**config.mk**
```make
export PLATFORM = sky130hd
export DESIGN_NAME = alu_bcd_seq_flat
export DESIGN_NICKNAME = d
export VERILOG_FILES = /design/src/rtl/alu_bcd_seq_if.sv /design/src/rtl/alu_bcd_seq.sv /design/src/flat_wrapper.sv
export SDC_FILE = /design/constraint.sdc
export NUM_CORES = 1
export LEC_CHECK = 0
export ABC_AREA = 0
export CAP_MARGIN = 20
export CORE_MARGIN = 8
export CORE_UTILIZATION = 56
export CTS_BUF_LIST = sky130_fd_sc_hd__clkbuf_16
export CTS_CLUSTER_SIZE = 8
export DETAILED_ROUTE_END_ITERATION = 12
export GPL_TIMING_DRIVEN = 1
export MAX_ROUTING_LAYER = met4
export PLACE_DENSITY = 0.89
export SLEW_MARGIN = 20
export SYNTH_ARGS = -nofsm -noshare
export SYNTH_HDL_FRONTEND = slang
export SYNTH_HIERARCHICAL = 1
export SYNTH_SLANG_ARGS = --single-unit
export TNS_END_PERCENT = 30
```
**constraint.sdc**
```tcl
create_clock -name CLK -period 7 [get_ports CLK]
set_input_delay 1.4 -clock CLK [delete_from_list [all_inputs] [get_ports CLK]]
set_output_delay 1.4 -clock CLK [all_outputs]
set_load 0.005 [all_outputs]
```
**src/rtl/alu_bcd_seq_if.sv**
```systemverilog
// Request/response bundle between the ALU issue stage and the nibble-serial
// ADC/SBC sequencer (master = issuer, slave = sequencer).
interface alu_bcd_seq_if;
   logic        START;
   logic [15:0] A;
   logic [15:0] B;
   logic        CI;
   logic        ADD;
   logic        BCD;
   logic        W16;
   logic        BUSY;
   logic        DONE;
   logic [15:0] RESULT;
   logic        CO;
   logic        VO;
   logic        ZO;
   logic        NO;

   modport master (output START, A, B, CI, ADD, BCD, W16,
                   input  BUSY, DONE, RESULT, CO, VO, ZO, NO);
   modport slave  (input  START, A, B, CI, ADD, BCD, W16,
                   output BUSY, DONE, RESULT, CO, VO, ZO, NO);
endinterface

```
**src/rtl/alu_bcd_seq.sv**
```systemverilog
// Nibble-serial ADC/SBC sequencer for the 65C816 ALU, one BCDAdder slice per clock.
// Optional ABORT input is enabled by defining ALU_BCD_SEQ_ABORT_EN.

module BCDAdder (
   input  logic [3:0] i_a,
   input  logic [3:0] i_b,
   input  logic       i_ci,
   input  logic       i_add,
   input  logic       i_bcd,
   output logic [3:0] o_s,
   output logic       o_co,
   output logic       o_vo
);
   logic [3:0] w_b;
   logic [4:0] w_bin;
   logic [4:0] w_adj;

   always_comb begin
      w_b   = i_add ? i_b : ~i_b;
      w_bin = {1'b0, i_a} + {1'b0, w_b} + {4'd0, i_ci};
      // V comes from the unadjusted binary sum, also in decimal mode
      o_vo  = (i_a[3] == w_b[3]) && (w_bin[3] != i_a[3]);
      w_adj = w_bin;
      o_co  = w_bin[4];
      if (i_bcd) begin
         if (i_add) begin
            if (w_bin > 5'd9) begin
               w_adj = w_bin + 5'd6;
               o_co  = 1'b1;
            end
         end else if (!w_bin[4]) begin
            w_adj = w_bin - 5'd6;
         end
      end
      o_s = w_adj[3:0];
   end
endmodule

module alu_bcd_seq (
   input  logic          CLK,
   input  logic          RST,
`ifdef ALU_BCD_SEQ_ABORT_EN
   input  logic          ABORT,
`endif
   alu_bcd_seq_if.slave  bus
);
   localparam int NIB_W = 4;

   typedef enum logic {IDLE, RUN} state_t;

   state_t            r_state;
   state_t            w_state_nxt;
   logic [15:0]       r_a;
   logic [15:0]       r_b;
   logic              r_add;
   logic              r_bcd;
   logic              r_w16;
   logic              r_carry;
   logic [1:0]        r_idx;
   logic [15:0]       r_result;
   logic              r_co;
   logic              r_vo;
   logic              r_zo;
   logic              r_no;
   logic              r_busy;
   logic              r_done;
   logic [NIB_W-1:0]  w_a_nib;
   logic [NIB_W-1:0]  w_b_nib;
   logic [NIB_W-1:0]  w_s;
   logic              w_co;
   logic              w_vo;
   logic [15:0]       w_res_nxt;
   logic              w_zero;
   logic              w_last;
   logic              w_abort;

`ifdef ALU_BCD_SEQ_ABORT_EN
   logic [15:0]       r_shadow;
   assign w_abort = ABORT;
`else
   assign w_abort = 1'b0;
`endif

   BCDAdder u_bcd (
      .i_a   (w_a_nib),
      .i_b   (w_b_nib),
      .i_ci  (r_carry),
      .i_add (r_add),
      .i_bcd (r_bcd),
      .o_s   (w_s),
      .o_co  (w_co),
      .o_vo  (w_vo)
   );

   always_comb begin
      w_a_nib   = r_a[{r_idx, 2'b00} +: NIB_W];
      w_b_nib   = r_b[{r_idx, 2'b00} +: NIB_W];
      w_res_nxt = r_result;
      w_res_nxt[{r_idx, 2'b00} +: NIB_W] = w_s;
      w_zero    = r_w16 ? (w_res_nxt == 16'd0) : (w_res_nxt[7:0] == 8'd0);
      w_last    = (r_idx == (r_w16 ? 2'd3 : 2'd1));
   end

   always_comb begin
      w_state_nxt = r_state;
      case (r_state)
         IDLE: if (bus.START) w_state_nxt = RUN;
         RUN:  if (w_abort || w_last) w_state_nxt = IDLE;
         default: w_state_nxt = IDLE;
      endcase
   end

   always_ff @(posedge CLK or posedge RST) begin
      if (RST) begin
         r_state  <= IDLE;
         r_a      <= '0;
         r_b      <= '0;
         r_add    <= 1'b0;
         r_bcd    <= 1'b0;
         r_w16    <= 1'b0;
         r_carry  <= 1'b0;
         r_idx    <= '0;
         r_result <= '0;
         r_co     <= 1'b0;
         r_vo     <= 1'b0;
         r_zo     <= 1'b0;
         r_no     <= 1'b0;
         r_busy   <= 1'b0;
         r_done   <= 1'b0;
      end else begin
         r_state <= w_state_nxt;
         r_done  <= 1'b0;
         case (r_state)
            IDLE: begin
               if (bus.START) begin
                  r_a      <= bus.A;
                  r_b      <= bus.B;
                  r_add    <= bus.ADD;
                  r_bcd    <= bus.BCD;
                  r_w16    <= bus.W16;
                  r_carry  <= bus.CI;
                  r_idx    <= '0;
                  r_result <= '0;
                  r_busy   <= 1'b1;
               end
            end
            RUN: begin
               if (w_abort) begin
                  r_busy <= 1'b0;
`ifdef ALU_BCD_SEQ_ABORT_EN
                  r_result <= r_shadow;
`endif
               end else begin
                  r_result <= w_res_nxt;
                  r_carry  <= w_co;
                  r_idx    <= r_idx + 2'd1;
                  if (w_last) begin
                     r_co   <= w_co;
                     r_vo   <= w_vo;
                     r_no   <= w_s[3];
                     r_zo   <= w_zero;
                     r_done <= 1'b1;
                     r_busy <= 1'b0;
                  end
               end
            end
            default: r_busy <= 1'b0;
         endcase
      end
   end

`ifdef ALU_BCD_SEQ_ABORT_EN
   // Flags are untouched until the last slice, so only RESULT needs a copy
   always_ff @(posedge CLK or posedge RST) begin
      if (RST)                           r_shadow <= '0;
      else if (r_state == IDLE && bus.START) r_shadow <= r_result;
   end
`endif

   assign bus.BUSY   = r_busy;
   assign bus.DONE   = r_done;
   assign bus.RESULT = r_result;
   assign bus.CO     = r_co;
   assign bus.VO     = r_vo;
   assign bus.ZO     = r_zo;
   assign bus.NO     = r_no;
endmodule

```
**src/flat_wrapper.sv**
```systemverilog
// flat-port wrapper written by rule: the top's interface ports become plain ports
module alu_bcd_seq_flat 
  (CLK, RST, bus_START, bus_A, bus_B, bus_CI, bus_ADD, bus_BCD, bus_W16, bus_BUSY, bus_DONE, bus_RESULT, bus_CO, bus_VO, bus_ZO, bus_NO);
  alu_bcd_seq_if bus_i ();
  input  logic CLK;
  input  logic RST;
  input wire logic [$bits(bus_i.START)-1:0] bus_START;
  input wire logic [$bits(bus_i.A)-1:0] bus_A;
  input wire logic [$bits(bus_i.B)-1:0] bus_B;
  input wire logic [$bits(bus_i.CI)-1:0] bus_CI;
  input wire logic [$bits(bus_i.ADD)-1:0] bus_ADD;
  input wire logic [$bits(bus_i.BCD)-1:0] bus_BCD;
  input wire logic [$bits(bus_i.W16)-1:0] bus_W16;
  output wire logic [$bits(bus_i.BUSY)-1:0] bus_BUSY;
  output wire logic [$bits(bus_i.DONE)-1:0] bus_DONE;
  output wire logic [$bits(bus_i.RESULT)-1:0] bus_RESULT;
  output wire logic [$bits(bus_i.CO)-1:0] bus_CO;
  output wire logic [$bits(bus_i.VO)-1:0] bus_VO;
  output wire logic [$bits(bus_i.ZO)-1:0] bus_ZO;
  output wire logic [$bits(bus_i.NO)-1:0] bus_NO;
  assign bus_i.START = bus_START;
  assign bus_i.A = bus_A;
  assign bus_i.B = bus_B;
  assign bus_i.CI = bus_CI;
  assign bus_i.ADD = bus_ADD;
  assign bus_i.BCD = bus_BCD;
  assign bus_i.W16 = bus_W16;
  assign bus_BUSY = bus_i.BUSY;
  assign bus_DONE = bus_i.DONE;
  assign bus_RESULT = bus_i.RESULT;
  assign bus_CO = bus_i.CO;
  assign bus_VO = bus_i.VO;
  assign bus_ZO = bus_i.ZO;
  assign bus_NO = bus_i.NO;
  alu_bcd_seq u_core (.CLK(CLK), .RST(RST), .bus(bus_i));
endmodule
```
==> impl_results.md <==
* Status: completed
* Asr flop ratio synth at 100%
* Nets@finish at about 380
* CTS sink cnt at slightly above 60
* Hold path depth at 1
* Row Count at 27
* Mapped Area at 0.00320 mm^2
* CTS Buffer Depth at 2
* Routed len/inst at roughly 18 um
* CTS Buf Count at 9
* Syn Area/Cell at around 12 um^2
* Arrival @ worst endpoint at 5.42 ns
* Skew-Pair Late Insertion Delay at between 0.3 and 0.4 ns
* Number of max-cap violations at 0
* Hold Path Origin: u_core/r_a[3]
* Final worst-path cycle share at around 75%
* Antenna violations before repair at 0
* I/O Pins at approximately 60
* HP Class: register to register
* Design Area, Final at 0.00409 mm^2
* Stages on the worst setup path at 14
* Final wirelength at around 7400 um
* Initial Util at 58.2%
* Worst slew pin tran at 1.01 ns
* Fillcell total at 373
* Drt pass-1 iters at 4
* Die X at ~92 um
* Die Ht at 91.6 um
* Drt drc at 0
* Critical path's slowest cell: dfrtp_1
* Most common cell after layout, fill and taps aside: dfrtp_1
* Die Area at 0.00840 mm^2
* # Post-CTS Setup Buffers at 0
* TritonCTS clock tree: yes
* Most frequent cells in the layout: dfrtp_1 (61), clkdlybuf4s50_1 (60), mux2_2 (38), nand2_1 (17), a21oi_1 (13)
* Largest net degree at the start of global routing at 62
* Yosys top cell by area: dfrtp_1
* Critical path's largest stage delay at roughly 0.86 ns
* Hold Violations, Final at 0
* Worst Hold End: u_core/r_a[3]
* Primary FF master, synth: dfrtp_1
* Critical-path maximum fanout at 18
* PortBufs at 60
* Area contributors post-synth: dfrtp_1 (48%), mux2_2 (13%), mux4_2 (4.9%)
* Nature of the critical path endpoint: register
* Layout area overhead at 27.7%
* Clock Tree Root: clkbuf_16
* Crit-path leading delay family: compound AO/OA/AOI/OAI gates
* Setup Viol. Count Final at 0
* Diodes inserted at 0
* Post-Syn Nets at roughly 320
* Startpoint types: register
* Setup TNS at 0 ns
* Ys Warns at 6
* Seq/Total Area, Yosys at a little under half
* EDFF count, synth at 0
* Rel. slew slack at about 33%
* CP required at between 7 and 8 ns
* GR Util All Layers at a little under a fifth
* Flop-to-flop setup slack at 1.76 ns
* Critical Path, Cell by Cell: mux4_2, xor2_1, fa_1, fa_1, xor2_1, inv_1, ha_1, nor2_1, mux2i_1, a221oi_1, nor4_1, a2111oi_0, o21a_1, o41ai_2
* Synth cell types at 46
* RSZ-0062 raised after global routing: no
* Synth Register Bits at 61
* Layout cell share with drive strength beyond 1 at about a fifth
* Vias post-DR at between 2000 and 2500
* GRT overflow at 0
* Core ar. at 0.00551 mm^2
* Min cycle time layout at about 5.2 ns
* First-pass GRT wire length at ~12000 um
* Global placement routability congestion at 0.878
* DR vias/cell at a little under 6
* Clock-pin slew on the worst setup and hold paths at around 0.05 ns
* Reg2Reg Launch Point: u_core/r_idx[0]
* Fin. max-slew vios at 0
* Synth top area share at between 40% and 50%
* DRT antenna net count at 0
* Vias in the first global route at around 2500
* R2R depth at 14
* Resized Gates After CTS at 0
* Crit path kind: register to register
* Clock skew at roughly 0.0055 ns
* Buf/Inv on CP at 1
* H-tree depth at 3
* Hpwl dp at 5220 um
* Reg2reg end: u_core/bus.ZO
* DP Area at around 0.0038 mm^2
* Fmax at 191 MHz
* Synthesized instance count at about 270
* Initial drt markers at 92
* Post-CTS Hold Buffers at 0
==> cells by family (layout without fill, tap and decap cells) <==
family	after synthesis	after routing	synth area share, %
flip-flops	61	61	47.6
XOR/XNOR	9	9	2.46
buffers and inverters	26	88	3.59
adder cells (fa/ha/maj)	13	13	5.54
multiplexers	49	49	20.0
AND/OR/NAND/NOR	61	61	10.0
AO/OA/AOI/OAI	48	48	10.7
==> cells in the mapped netlist, types with 5 or more instances <==
library cell  instances
dfrtp_1              61
mux2_2               38
nand2_1              17
a21oi_1              13
inv_1                12
nor2_1               12
ha_1                 11
nor2b_1               9
o22ai_1               8
a22o_1                7
mux4_2                7
buf_2                 5
nand3b_1              5
nor3_1                5
o21ai_0               5
xnor2_1               5
==> final cells by class <==
class / instances / area, um^2 / area share, %
multi-input combinational: 180 / 1570 / 38.4
clock buffer: 9 / 225 / 5.50
tap: 72 / 90.1 / 2.20
timing repair buffer: 61 / 608 / 14.9
inverter: 14 / 52.6 / 1.28
clock inverter: 4 / 18.8 / 0.459
sequential: 61 / 1530 / 37.3
==> worst max-delay path by stage <==
stage               slack (ns)       startpoint             to
finish                    1.76  u_core/r_idx[0]  u_core/bus.ZO
global route              1.43  u_core/r_idx[0]  u_core/bus.ZO
CTS                       1.83  u_core/r_idx[0]  u_core/bus.ZO
detailed placement        1.98  u_core/r_idx[0]  u_core/bus.ZO
global placement          2.15  u_core/r_idx[0]  u_core/bus.ZO
floorplan                 2.65  u_core/r_idx[0]  u_core/bus.ZO
==> through the flow <==
stage / hold WS, ns / setup WS [ns] / util (%) / cells
floorplan: 0.472 / 2.65 / - / 267
global placement: 0.484 / 2.15 / 69.9 / 388
global route: 0.516 / 1.43 / 74.3 / 401
CTS: 0.499 / 1.83 / 74.3 / 401
finish: 0.499 / 1.76 / 74.3 / 401
detailed placement: 0.488 / 1.98 / 69.9 / 388
==> flip-flops by register name, indices dropped and copies added, names as in the netlist, 2 cells and up <==
signal,flops
u_core/bus.RESULT,16
u_core/r_a,16
u_core/r_b,16
u_core/r_idx,2
==> per-layer routing <==
metal / part of all wire, % / track usage, % / wire, um
met1: 42 / 22.6 / 3120
met5: 0 / - / 0
met3: 5.7 / 4.16 / 418
met4: 2.0 / 9.28 / 146
met2: 50 / 29.5 / 3690
Power is left out: the tool's default activity adds up to more than one toggle a clock period on the data nets, which glitch-free logic cannot reach.
